$ cat src/rtl/inst_prefix_parser_if.sv
// rtl/inst_prefix_parser_if.sv - byte stream, info table lookup and decoded record bundle
interface inst_prefix_parser_if;
  logic [7:0]  byte_in;
  logic        byte_valid;
  logic        byte_ready;
  logic [7:0]  info_idx;
  logic [22:0] info_word;
  logic        dec_valid;
  logic        dec_ready;
  logic [7:0]  dec_opcode;
  logic        dec_twobyte;
  logic [22:0] dec_info;
  logic [3:0]  dec_rex;
  logic        dec_rex_present;
  logic        dec_opsize;
  logic [1:0]  dec_rep;
  logic        dec_lock;
  logic [2:0]  dec_seg;
  logic [2:0]  dec_prefix_cnt;
  logic        dec_has_modrm;
  logic [7:0]  dec_modrm;
  logic        dec_err;

  modport slave (
    input  byte_in, byte_valid, info_word, dec_ready,
    output byte_ready, info_idx, dec_valid, dec_opcode, dec_twobyte, dec_info,
           dec_rex, dec_rex_present, dec_opsize, dec_rep, dec_lock, dec_seg,
           dec_prefix_cnt, dec_has_modrm, dec_modrm, dec_err
  );

  modport master (
    output byte_in, byte_valid, info_word, dec_ready,
    input  byte_ready, info_idx, dec_valid, dec_opcode, dec_twobyte, dec_info,
           dec_rex, dec_rex_present, dec_opsize, dec_rep, dec_lock, dec_seg,
           dec_prefix_cnt, dec_has_modrm, dec_modrm, dec_err
  );
endinterface

$ cat src/rtl/inst_prefix_parser.sv
// rtl/inst_prefix_parser.sv - x86 legacy/REX prefix, opcode and ModRM byte parser
module inst_prefix_parser (
  input  logic                 clk,
  input  logic                 reset,
  inst_prefix_parser_if.slave  bus
);
  localparam logic [1:0] ST_PREFIX = 2'd0;
  localparam logic [1:0] ST_OPC2   = 2'd1;
  localparam logic [1:0] ST_MODRM  = 2'd2;
  localparam logic [1:0] ST_OUT    = 2'd3;

  logic [1:0]  state;
  logic [7:0]  opcode_q, modrm_q;
  logic [22:0] info_q;
  logic [3:0]  rex_q;
  logic [2:0]  seg_q, cnt_q;
  logic [1:0]  rep_q;
  logic        twobyte_q, rexp_q, opsize_q, lock_q, hm_q, err_q;

  logic        accept, is_seg, is_legacy, is_rex, hm_c;
  logic [2:0]  seg_code;
  logic [1:0]  numop, op1, op2;

  assign bus.byte_ready = (state != ST_OUT);
  assign bus.dec_valid  = (state == ST_OUT);
  assign bus.info_idx   = bus.byte_in;
  assign accept         = bus.byte_valid && (state != ST_OUT);

  always_comb begin
    seg_code = 3'd0;
    is_seg   = 1'b1;
    case (bus.byte_in)
      8'h26:   seg_code = 3'd1;
      8'h2E:   seg_code = 3'd2;
      8'h36:   seg_code = 3'd3;
      8'h3E:   seg_code = 3'd4;
      8'h64:   seg_code = 3'd5;
      8'h65:   seg_code = 3'd6;
      default: is_seg   = 1'b0;
    endcase
  end

  assign is_legacy = is_seg || (bus.byte_in == 8'h66) || (bus.byte_in == 8'hF0) ||
                     (bus.byte_in == 8'hF2) || (bus.byte_in == 8'hF3);
  assign is_rex    = (bus.byte_in[7:4] == 4'h4);

  // An operand encoded as 00/01 lives in the ModRM byte
  assign numop = bus.info_word[22:21];
  assign op1   = bus.info_word[20:19];
  assign op2   = bus.info_word[18:17];
  assign hm_c  = ((numop >= 2'd1) && !op1[1]) || ((numop >= 2'd2) && !op2[1]);

  always_ff @(posedge clk or negedge reset) begin
    if (!reset) begin
      state     <= ST_PREFIX;
      opcode_q  <= '0;
      modrm_q   <= '0;
      info_q    <= '0;
      rex_q     <= '0;
      seg_q     <= '0;
      cnt_q     <= '0;
      rep_q     <= '0;
      twobyte_q <= 1'b0;
      rexp_q    <= 1'b0;
      opsize_q  <= 1'b0;
      lock_q    <= 1'b0;
      hm_q      <= 1'b0;
      err_q     <= 1'b0;
    end else begin
      case (state)
        ST_PREFIX: if (accept) begin
          if (is_legacy) begin
            rex_q  <= '0;
            rexp_q <= 1'b0;
            // A fifth legacy prefix is reported as the faulting opcode
            if (cnt_q == 3'd4) begin
              err_q    <= 1'b1;
              opcode_q <= bus.byte_in;
              cnt_q    <= 3'd5;
              state    <= ST_OUT;
            end else begin
              cnt_q <= cnt_q + 3'd1;
              if (is_seg)                 seg_q    <= seg_code;
              if (bus.byte_in == 8'h66)   opsize_q <= 1'b1;
              if (bus.byte_in == 8'hF0)   lock_q   <= 1'b1;
              if (bus.byte_in == 8'hF2)   rep_q    <= 2'b10;
              if (bus.byte_in == 8'hF3)   rep_q    <= 2'b11;
            end
          end else if (is_rex) begin
            rexp_q <= 1'b1;
            rex_q  <= bus.byte_in[3:0];
          end else if (bus.byte_in == 8'h0F) begin
            state <= ST_OPC2;
          end else begin
            opcode_q <= bus.byte_in;
            info_q   <= bus.info_word;
            hm_q     <= hm_c;
            state    <= hm_c ? ST_MODRM : ST_OUT;
          end
        end
        ST_OPC2: if (accept) begin
          opcode_q  <= bus.byte_in;
          twobyte_q <= 1'b1;
          info_q    <= '0;
          hm_q      <= 1'b0;
          state     <= ST_OUT;
        end
        ST_MODRM: if (accept) begin
          modrm_q <= bus.byte_in;
          state   <= ST_OUT;
        end
        default: if (bus.dec_ready) begin
          state     <= ST_PREFIX;
          opcode_q  <= '0;
          modrm_q   <= '0;
          info_q    <= '0;
          rex_q     <= '0;
          seg_q     <= '0;
          cnt_q     <= '0;
          rep_q     <= '0;
          twobyte_q <= 1'b0;
          rexp_q    <= 1'b0;
          opsize_q  <= 1'b0;
          lock_q    <= 1'b0;
          hm_q      <= 1'b0;
          err_q     <= 1'b0;
        end
      endcase
    end
  end

  assign bus.dec_opcode      = opcode_q;
  assign bus.dec_twobyte     = twobyte_q;
  assign bus.dec_info        = info_q;
  assign bus.dec_rex         = rex_q;
  assign bus.dec_rex_present = rexp_q;
  assign bus.dec_opsize      = opsize_q;
  assign bus.dec_rep         = rep_q;
  assign bus.dec_lock        = lock_q;
  assign bus.dec_seg         = seg_q;
  assign bus.dec_prefix_cnt  = cnt_q;
  assign bus.dec_has_modrm   = hm_q;
  assign bus.dec_modrm       = modrm_q;
  assign bus.dec_err         = err_q;
endmodule

$ cat src/flat_wrapper.sv
// flat-port wrapper written by rule: the top's interface ports become plain ports
module inst_prefix_parser_flat 
  (clk, reset, bus_byte_in, bus_byte_valid, bus_info_word, bus_dec_ready, bus_byte_ready, bus_info_idx, bus_dec_valid, bus_dec_opcode, bus_dec_twobyte, bus_dec_info, bus_dec_rex, bus_dec_rex_present, bus_dec_opsize, bus_dec_rep, bus_dec_lock, bus_dec_seg, bus_dec_prefix_cnt, bus_dec_has_modrm, bus_dec_modrm, bus_dec_err);
  inst_prefix_parser_if bus_i ();
  input  logic clk;
  input  logic reset;
  input wire logic [$bits(bus_i.byte_in)-1:0] bus_byte_in;
  input wire logic [$bits(bus_i.byte_valid)-1:0] bus_byte_valid;
  input wire logic [$bits(bus_i.info_word)-1:0] bus_info_word;
  input wire logic [$bits(bus_i.dec_ready)-1:0] bus_dec_ready;
  output wire logic [$bits(bus_i.byte_ready)-1:0] bus_byte_ready;
  output wire logic [$bits(bus_i.info_idx)-1:0] bus_info_idx;
  output wire logic [$bits(bus_i.dec_valid)-1:0] bus_dec_valid;
  output wire logic [$bits(bus_i.dec_opcode)-1:0] bus_dec_opcode;
  output wire logic [$bits(bus_i.dec_twobyte)-1:0] bus_dec_twobyte;
  output wire logic [$bits(bus_i.dec_info)-1:0] bus_dec_info;
  output wire logic [$bits(bus_i.dec_rex)-1:0] bus_dec_rex;
  output wire logic [$bits(bus_i.dec_rex_present)-1:0] bus_dec_rex_present;
  output wire logic [$bits(bus_i.dec_opsize)-1:0] bus_dec_opsize;
  output wire logic [$bits(bus_i.dec_rep)-1:0] bus_dec_rep;
  output wire logic [$bits(bus_i.dec_lock)-1:0] bus_dec_lock;
  output wire logic [$bits(bus_i.dec_seg)-1:0] bus_dec_seg;
  output wire logic [$bits(bus_i.dec_prefix_cnt)-1:0] bus_dec_prefix_cnt;
  output wire logic [$bits(bus_i.dec_has_modrm)-1:0] bus_dec_has_modrm;
  output wire logic [$bits(bus_i.dec_modrm)-1:0] bus_dec_modrm;
  output wire logic [$bits(bus_i.dec_err)-1:0] bus_dec_err;
  assign bus_i.byte_in = bus_byte_in;
  assign bus_i.byte_valid = bus_byte_valid;
  assign bus_i.info_word = bus_info_word;
  assign bus_i.dec_ready = bus_dec_ready;
  assign bus_byte_ready = bus_i.byte_ready;
  assign bus_info_idx = bus_i.info_idx;
  assign bus_dec_valid = bus_i.dec_valid;
  assign bus_dec_opcode = bus_i.dec_opcode;
  assign bus_dec_twobyte = bus_i.dec_twobyte;
  assign bus_dec_info = bus_i.dec_info;
  assign bus_dec_rex = bus_i.dec_rex;
  assign bus_dec_rex_present = bus_i.dec_rex_present;
  assign bus_dec_opsize = bus_i.dec_opsize;
  assign bus_dec_rep = bus_i.dec_rep;
  assign bus_dec_lock = bus_i.dec_lock;
  assign bus_dec_seg = bus_i.dec_seg;
  assign bus_dec_prefix_cnt = bus_i.dec_prefix_cnt;
  assign bus_dec_has_modrm = bus_i.dec_has_modrm;
  assign bus_dec_modrm = bus_i.dec_modrm;
  assign bus_dec_err = bus_i.dec_err;
  inst_prefix_parser u_core (.clk(clk), .reset(reset), .bus(bus_i));
endmodule
$ cat config.mk
export PLATFORM = sky130hd
export DESIGN_NAME = inst_prefix_parser_flat
export DESIGN_NICKNAME = d
export VERILOG_FILES = /design/src/rtl/inst_prefix_parser_if.sv /design/src/rtl/inst_prefix_parser.sv /design/src/flat_wrapper.sv
export SDC_FILE = /design/constraint.sdc
export NUM_CORES = 1
export LEC_CHECK = 0
export CORE_MARGIN = 2
export CORE_UTILIZATION = 44
export CTS_BUF_LIST = sky130_fd_sc_hd__clkbuf_16
export DETAILED_ROUTE_END_ITERATION = 10
export DONT_BUFFER_PORTS = 1
export HOLD_SLACK_MARGIN = 0.15
export SYNTH_ARGS = -nofsm -noshare
export SYNTH_HDL_FRONTEND = slang
export SYNTH_SLANG_ARGS = --single-unit
$ cat constraint.sdc
create_clock -name clk -period 4.8 [get_ports clk]
set_input_delay 0.96 -clock clk [delete_from_list [all_inputs] [get_ports clk]]
set_output_delay 0.96 -clock clk [all_outputs]
set_load 0.02 [all_outputs]
; ---- Word level (Yosys, flattened, before mapping)
; Cells that the tools add are included.
; W data, S select, Z words.
[classes]
eq_ne = 35
n_shift = 0
muxes = 75
bitwise_logic = 4
n_mul = 0
n_reduce_logical = 32
n_addsub = 1
magnitude_cmp = 2
n_div = 0
[ops]
columns = operator, n
row1 = $mux W23, 6
row2 = $pmux W23 S3, 1
row3 = $mux W8, 7
row4 = $eq A8 B6 Y1 const B, 4
row5 = $eq A8 B7 Y1 const B, 3
row6 = $eq A8 B8 Y1 const B, 3
row7 = $mux W2, 12
row8 = $mux W3, 8
row9 = $pmux W8 S3, 1
row10 = $reduce_and A6 Y1, 4
row11 = $mux W1, 23
row12 = $ne A2 B1 Y1 const B, 9
row13 = $pmux W3 S6, 1
row14 = $mux W4, 4
row15 = $pmux W8 S2, 1
row16 = $reduce_and A7 Y1, 2
row17 = $pmux W3 S2, 2
row18 = $ne A2 B2 Y1 const B, 5
row19 = $pmux W1 S2, 5
row20 = $reduce_and A5 Y1, 2
row21 = $eq A8 B4 Y1 const B, 1
row22 = $pmux W2 S2, 2
row23 = $pmux W4 S2, 1
row24 = $reduce_and A4 Y1, 2
row25 = other kinds (21), 40
[totals]
ff_bits = 59
latch_bits = 0
inputBits = 35
memories = 0
ramBits = 0
rom_bits = 0

; ---- Depth between registers and ports, before layout
; Gate-level depths: netlist of run 1.
[logic_depth]
word_depth = 10
ltp_mapped = 9
ltp_nobuf = 7

; ---- Worst setup path before layout of run 1
; Ideal clock, no wire load.
[synth_timing]
path_type = in2reg
startpoint = input bus_byte_in[2]
endpoint = register u_core.state[1]
setup_time_ns = 0.125
setup_slack_ns = 2.368
path_stages = 7
arrival_time_ns = 2.307
path_cell_list = buf_4 -> and3b_4 -> o21ai_0 -> o21a_2 -> buf_6 -> a31oi_4 -> mux2_4
[synth_between]
elab_chain_len = 10
[synth_rtl]
columns = item, line_no
row1 = from (decl), flat_wrapper.sv:7  ; input wire logic [$bits(bus_i.byte_in)-1:0] bus_byte_in;
row2 = $eq A8 B6 Y1 / $eq A8 B7 Y1 (equally long branches), inst_prefix_parser.sv:32  ; case (bus.byte_in)
row3 = $reduce_or A6 Y1 (no source line), -
row4 = $mux W1, inst_prefix_parser.sv:32
row5 = $logic_or A1 B1 Y1 (3 in series), inst_prefix_parser.sv:43  ; assign is_legacy = is_seg || (bus.byte_in == 8'h66) || (bus.byte_in == 8'hF0) ||
row6 = $logic_or A1 B1 Y1, inst_prefix_parser.sv:44  ; (bus.byte_in == 8'hF2) || (bus.byte_in == 8'hF3);
row7 = $mux W2, inst_prefix_parser.sv:72  ; if (is_legacy) begin
row8 = $mux W2, inst_prefix_parser.sv:71  ; ST_PREFIX: if (accept) begin
row9 = $pmux W2 S2, inst_prefix_parser.sv:70  ; case (state)
row10 = to (signal assigned), inst_prefix_parser.sv:98  ; state <= hm_c ? ST_MODRM : ST_OUT;
row11 = to (decl), inst_prefix_parser.sv:12  ; logic [1:0] state;
; Parallel ways exist; a longest one is shown, timed or not. The select of a mux whose other input is x is not followed.
; A chain may end at the register's enable or synchronous reset.

; ---- Worst setup path after layout of run 1
[layout_timing]
startpoint = register u_core.state[0]
endpoint = register u_core.info_q[12] (netlist: u_core.bus.dec_info[12])
[layout_between]
elab_chain_len = 4
[layout_rtl]
columns = item, line_no
row1 = $ne A2 B2 Y1, inst_prefix_parser.sv:27  ; assign accept = bus.byte_valid && (state != ST_OUT);
row2 = $logic_and A1 B1 Y1, inst_prefix_parser.sv:27
row3 = $ne A2 B1 Y1 (no source line), -
row4 = $reduce_and A7 Y1 (no source line), -
row5 = to (signal assigned), inst_prefix_parser.sv:96  ; info_q <= bus.info_word;
row6 = to (decl), inst_prefix_parser.sv:14  ; logic [22:0] info_q;
; Parallel ways exist; a longest one is shown, timed or not.

==> results.yml, run 1 <==
status:
  outcome: "finished, final reports clean"
clock_network:
  cts_buffer_depth: 2
  cts_tree: "yes"
  insertion_delay_ns: 0.32
  cts-resized-gates: 0
  post-cts-setup-buffers: 0
  root_buffer: "clkbuf_16"
  cts_max_level: 3
  cts_sinks: 59
  path_clk_slew_ns: 0.05
  hold_buffers: 0
  cts_made_buffers: 9
placed_design:
  portBuffers: 0
  place.gp.congestion: 0.867
  hpwl_um: 5860
sta:
  fin_crit_sh_pct: 58.0
  setup_viol: 0
  grt_setup_unrepaired: "no"
  slew-limit-headroom_pct: 42.1
  worst_pin_slew_ns: 0.861
  hold_viol_final: 0
  layout_min_cycle_time_ns: 2.78
  slew_viol_final: 0
  fin_hold_ws_ns: 0.331
  fin_tns_setup_ns: 0
  fmax_mhz: 359
  finClkSkew_ns: 0.00368
global_routing:
  grt_max_degree: 60
  grt_busiest_layer: "met2"
  grt_pass1_vias: 2635
  grt_first_pass_wirelength_um: 14200
  grt_util_met2_pct: 31.6
  grt_util_all_layers_pct: 21.2
  use_met1_pct: 28.6
  gr-total-overflow: 0
  grt_use_met3_pct: 7.23
  antenna_found_initial: 0
power_and_ir_drop:
  sw_frac_of_total_pct: 42.7
  vdd.ir_drop.worst_uv: 250
  pwr-share-seq_pct: 37.0
  p_int_w: 0.00138
  p_per_area_mw_per_mm2: 655
  p_comb_share_pct: 35.4
  p_clk_share_pct: 27.6
  leakagePower_nw: 1.56
  power_switching_w: 0.00102
setup_path:
  path_cells: "inv_1 > ha_2 > nor2_1 > nand2_1 > a221o_1 > nand2b_4 > o211ai_1"
  path_max_fanout: 33
  crit_path_max_incr_delay_ns: 0.58
  critPathKind: "reg -> reg"
  crit_slowest_cell: "ha_2"
  arrival_ns: 2.97
  endpoint_kind: "register"
  start_kind: "register"
  required_ns: 4.98
  cpLargestDelayFamily: "simple AND/OR/NAND/NOR gates"
  worst-path-buf-inv: 1
drt:
  post_drt_wl_per_cell_um: 19.9
  firstDrtPassIters: 5
  via_per_inst: 6.15
  drc: 0
  vias: 2725
  initialDrtViolationCount: 163
  ant_nets: 0
  finalWirelength_um: 8810
yosys:
  synth_top_family_by_area: "compound AO/OA/AOI/OAI gates"
  syn_nets: 399
  synth-edff-count: 0
  synthAdderAreaFrac_pct: 2.19
  netlist_area_sq_mm: 0.00343
  ys_ff_latch: 59
  synth_cells: 358
  async_reset_ff_share_pct: 100
  synth-simple-area-share_pct: 21.8
  synth.area.mux_share_pct: 1.06
  seq_area_frac_synth_pct: 43.1
  syn_area_per_cell_sq_um: 9.58
  synth_flop_cell: "dfrtp_1"
  yosys_warnings: 0
  synthXorXnorAreaFrac_pct: 0.255
  yosysUniqueCellTypes: 57
  synth_compound_area_share_pct: 24.1
floorplan:
  die-area_sq_mm: 0.00851
  fp.coreArea_sq_mm: 0.00765
  num_rows: 32
  die_h_um: 92.3
  initial_core_util_pct: 44.8
  io_pins: 102
  die-width_um: 92.3
layout:
  n_fill_cell: 721
  final_core_util_pct: 47.9
  num_antenna_cells: 0
  fin_nets: 377
  area_growth_pct: 6.90
  multi_input_area_sq_mm: 0.00170
  drive_above_1_share_pct: 15.0
  regArea_sq_mm: 0.00148
min_path:
  hold_class: "in -> async"
flow_run:
  drv_cap: 0
==> cells by family (layout without fill, tap and decap cells) <==
family                   after synthesis  after routing
buffers and inverters                 44             27
AND/OR/NAND/NOR                      151            151
adder cells (fa/ha/maj)                6              6
multiplexers                           3              3
flip-flops                            59             59
XOR/XNOR                               1              1
AO/OA/AOI/OAI                         94             94
==> through the flow <==
| stage | total power, W | setup slack, ns | cells | instance area [sq um] |
|---|---|---|---|---|
| after CTS | 0.00243 | 1.96 | 443 | 3660 |
| after global placement | 0.00173 | 1.89 | 427 | 3360 |
| after global routing | 0.00256 | 1.72 | 443 | 3660 |
| final | 0.00240 | 2.02 | 443 | 3660 |
| after detailed placement | 0.00175 | 1.83 | 427 | 3360 |
| after floorplan | 0.00161 | 2.37 | 358 | 3430 |
==> placed cells by master, fill, tap and decap left out, drive strengths merged, types with 2 or more instances in the layout <==
cell type / instances
nor3b: 2
clkbuf: 9
buf: 3
nor4: 3
bufinv: 2
o2bb2ai: 3
o21ai: 10
nand4: 10
nor3: 4
nand2b: 4
ha: 6
nor2: 16
and3: 4
nand3b: 3
a221o: 2
and3b: 2
a32oi: 4
a21o: 2
a22o: 8
o21a: 2
a22oi: 9
mux2: 2
nand3: 27
a31oi: 3
o211ai: 32
inv: 8
clkinv: 4
nand2: 69
and2: 2
dfrtp: 59
a21oi: 10
==> final cells by class <==
cell class | instances | area share [%]
Clock inverter | 7 | 2.25
Sequential cell | 59 | 40.3
Inverter | 8 | 0.819
Clock buffer | 9 | 6.15
Timing Repair Buffer | 3 | 0.615
Multi-Input combinational cell | 255 | 46.4
Tap cell | 102 | 3.48
==> path summary, 6_finish.rpt <==
kind / cells after the start / slack (ns) / end / startpoint
worst max-delay path: 7 / 2.02 / u_core.bus.dec_info[12] / u_core.state[0]
worst min-delay path: 0 / 0.33 / u_core.bus.dec_seg[0] / reset
worst max register to register: 7 / 2.02 / u_core.bus.dec_info[12] / u_core.state[0]
worst min register to register: 1 / 0.60 / u_core.state[1] / u_core.state[1]
max in group asynchronous: 0 / 4.34 / u_core.bus.dec_opsize / reset
min in group clk: 1 / 0.60 / u_core.state[1] / u_core.state[1]
==> state kept, by name, summed over array words and instances (netlist names), 2 cells and up <==
signal / cells
u_core.bus.dec_rex: 4
u_core.bus.dec_opcode: 8
u_core.bus.dec_rep: 2
u_core.bus.dec_prefix_cnt: 3
u_core.bus.dec_seg: 3
u_core.bus.dec_modrm: 8
u_core.state: 2
u_core.bus.dec_info: 23
==> power groups by stage <==
stage	Sequential, W	Combinational (W)	Clock, W
3_3_place_gp	0.000899	0.000830	0
5_1_grt	0.000912	0.000949	0.000698
3_5_place_dp	0.000901	0.000845	0
6_report	0.000889	0.000851	0.000662
2_1_floorplan	0.000859	0.000753	0
4_1_cts	0.000894	0.000858	0.000674
==> per-layer routing <==
layer / up-vias / wire (um)
met5: - / 0
met1: 1331 / 3800
met2: 111 / 4080
met4: 0 / 182
met3: 14 / 754
li1: 1269 / -
==> Yosys cell counts (2+ instances only) <==
cell,number,area [sq um]
and3_1,4,25.0
a31oi_1,2,12.5
ha_1,6,75.1
a22o_1,8,70.1
o2bb2ai_1,3,26.3
nand2_1,69,259
o21ai_0,10,50.1
buf_6,6,67.6
o211ai_1,12,90.1
dfrtp_1,59,1480
nand4_1,10,62.6
and2_1,2,12.5
nor3_1,3,15.0
buf_4,10,75.1
nand3_1,27,135
nor4_1,2,12.5
buf_2,8,40.0
buf_1,2,7.51
inv_1,8,30.0
clkbuf_1,10,37.5
nor3b_1,2,15.0
nand3b_1,3,22.5
nor2_1,15,56.3
a221o_1,2,20.0
a21o_1,2,15.0
o211ai_2,20,250
a22oi_1,9,67.6
nand2b_1,3,18.8
a32oi_1,4,35.0
a21oi_1,10,50.1
Note: power is estimated with default switching activity, not from simulation.
==> inputs of run 2 (changes only) <==
==> constraint.sdc (replaced) <==
create_clock -name clk -period 2.6 [get_ports clk]
set_input_delay 0.52 -clock clk [delete_from_list [all_inputs] [get_ports clk]]
set_output_delay 0.52 -clock clk [all_outputs]
set_load 0.02 [all_outputs]
==> results.yml, run 2 (synthesized netlist as in run 1, its figures left out) <==
clock_network:
  cts_max_level: 3
  cts_tree: "yes"
  cts-resized-gates: 0
  cts_made_buffers: 9
  cts_sinks: 59
  path_clk_slew_ns: 0.05
  root_buffer: "clkbuf_16"
  insertion_delay_ns: 0.33
  cts_buffer_depth: 2
drt:
  post_drt_wl_per_cell_um: 19.5
  wl_met1_um: 4010
  vias: 2720
  ant_nets: 0
  wl_met2_um: 3920
  finalWirelength_um: 8820
  initialDrtViolationCount: 169
  via_per_inst: 6.03
  top_layer_used: "met4"
  firstDrtPassIters: 4
  wl_met3_um: 658
  drc: 0
power_and_ir_drop:
  power_switching_w: 0.00194
  p_int_w: 0.00269
  p_clk_share_pct: 29.3
  vdd.ir_drop.worst_uv: 665
  sw_frac_of_total_pct: 42.0
  p_per_area_mw_per_mm2: 1230
  pwr-share-seq_pct: 35.4
  leakagePower_nw: 1.62
  p_comb_share_pct: 35.3
sta:
  finClkSkew_ns: 0.00536
  fmax_mhz: 466
  slew_viol_final: 0
  setup_viol: 0
  hold_viol_final: 0
  grt_setup_unrepaired: "no"
  fin_tns_setup_ns: 0
  slew-limit-headroom_pct: 55.3
  fin_crit_sh_pct: 82.5
  layout_min_cycle_time_ns: 2.14
  fin_hold_ws_ns: 0.332
  worst_pin_slew_ns: 0.670
setup_path:
  start_kind: "register"
  rr_startpoint: "u_core.state[1]"
  path_max_fanout: 23
  reg2reg_depth: 6
  required_ns: 2.84
  startpoint: "u_core.state[1]"
  critPathKind: "reg -> reg"
  r2r-end: "u_core.bus.dec_info[12]"
  arrival_ns: 2.38
  endpoint_kind: "register"
  critPathCapture: "u_core.bus.dec_info[12]"
  r2r_slack_ns: 0.46
status:
  outcome: "finished, final reports clean"
min_path:
  hold_class: "in -> reg"
layout:
  multi_input_area_sq_mm: 0.00170
  n_fill_cell: 705
  num_antenna_cells: 0
  regArea_sq_mm: 0.00148
  area_growth_pct: 10.0
  final_cell_mix: "nand2_1 (69), dfrtp_1 (59), nand3_1 (27), o211ai_2 (20), nor2_1 (15)"
  fin_nets: 385
  final_common_cell: "nand2_1"
  drive_above_1_share_pct: 17.2
  largest_reg_flops: 23
flow_run:
  drv_cap: 0
floorplan:
  die-width_um: 92.3
  fp.coreArea_sq_mm: 0.00765
  io_pins: 102
  die_h_um: 92.3
  num_rows: 32
  die-area_sq_mm: 0.00851
  initial_core_util_pct: 44.8
global_routing:
  grt_max_degree: 60
  antenna_found_initial: 0
  grt_first_pass_wirelength_um: 14300
  gr-total-overflow: 0
  grt_util_all_layers_pct: 21.5
  grt_pass1_vias: 2606
placed_design:
  hpwl_um: 5830
  place.gp.congestion: 0.942
  portBuffers: 0
==> run 2: changes by cell type in the layout (fill, tap and decap cells not counted), sizes merged <==
cell         previous run  this run
buf                     3        10
bufinv                  2         3
clkinv                  4         3
clkinvlp                1         0
dlygate4sd3             0         1
inv                     8         9
==> run 2: power groups by stage <==
stage | Clock, W | Sequential [W] | Combinational, W
6_report | 0.00136 | 0.00164 | 0.00164
5_1_grt | 0.00142 | 0.00167 | 0.00182
4_1_cts | 0.00137 | 0.00164 | 0.00164
3_5_place_dp | 0 | 0.00166 | 0.00161
3_3_place_gp | 0 | 0.00165 | 0.00159
2_1_floorplan | 0 | 0.00159 | 0.00139
==> run 2: critical path, stage by stage (launching register included) <==
cell	delay (ns)
dfrtp_1	0.41
ha_1	0.25
and2b_1	0.30
o21ai_0	0.11
a221o_1	0.36
nand2b_4	0.33
o211ai_1	0.27
==> run 2: layer usage <==
metal / global-route usage [%] / vias up
met5: 0 / -
met4: 9.58 / 0
met3: 7.07 / 18
met2: 30.9 / 89
met1: 29.5 / 1344
li1: - / 1269
==> run 2: worst min-delay path by stage <==
stage | from | to | slack, ns | cells after the start
floorplan | reset | u_core.bus.dec_err | 0.22 | 0
global placement | reset | u_core.bus.dec_opcode[4] | 0.23 | 0
detailed placement | reset | u_core.bus.dec_opcode[4] | 0.23 | 0
CTS | bus_byte_in[5] | u_core.bus.dec_modrm[5] | 0.32 | 1
global route | bus_byte_in[0] | u_core.bus.dec_rep[0] | 0.32 | 1
finish | bus_byte_in[0] | u_core.bus.dec_rep[0] | 0.33 | 1
==> run 2: metrics by stage <==
stage | cell area, sq um | std cells | worst slack (ns) | utilization (%) | power [W]
2_1_floorplan | 3430 | 358 | 0.555 | - | 0.00298
3_3_place_gp | 3400 | 433 | 0.503 | 44.5 | 0.00323
3_5_place_dp | 3400 | 433 | 0.468 | 44.5 | 0.00326
4_1_cts | 3770 | 451 | 0.482 | 49.3 | 0.00466
5_1_grt | 3770 | 451 | 0.304 | 49.3 | 0.00491
6_report | 3770 | 451 | 0.456 | 49.3 | 0.00463
==> run 2: cell type report <==
class	instances	area share (%)
Clock buffer	9	5.97
Clock inverter	7	2.85
Inverter	8	0.796
Multi-Input combinational cell	255	45.1
Sequential cell	59	39.1
Tap cell	102	3.38
Timing Repair Buffer	11	2.79
==> run 2: repair_timing <==
action | CTS | global route
setup buffers | 0 | 0
hold buffers | 2 | 0
endpoints found under the hold margin | 59 | 0
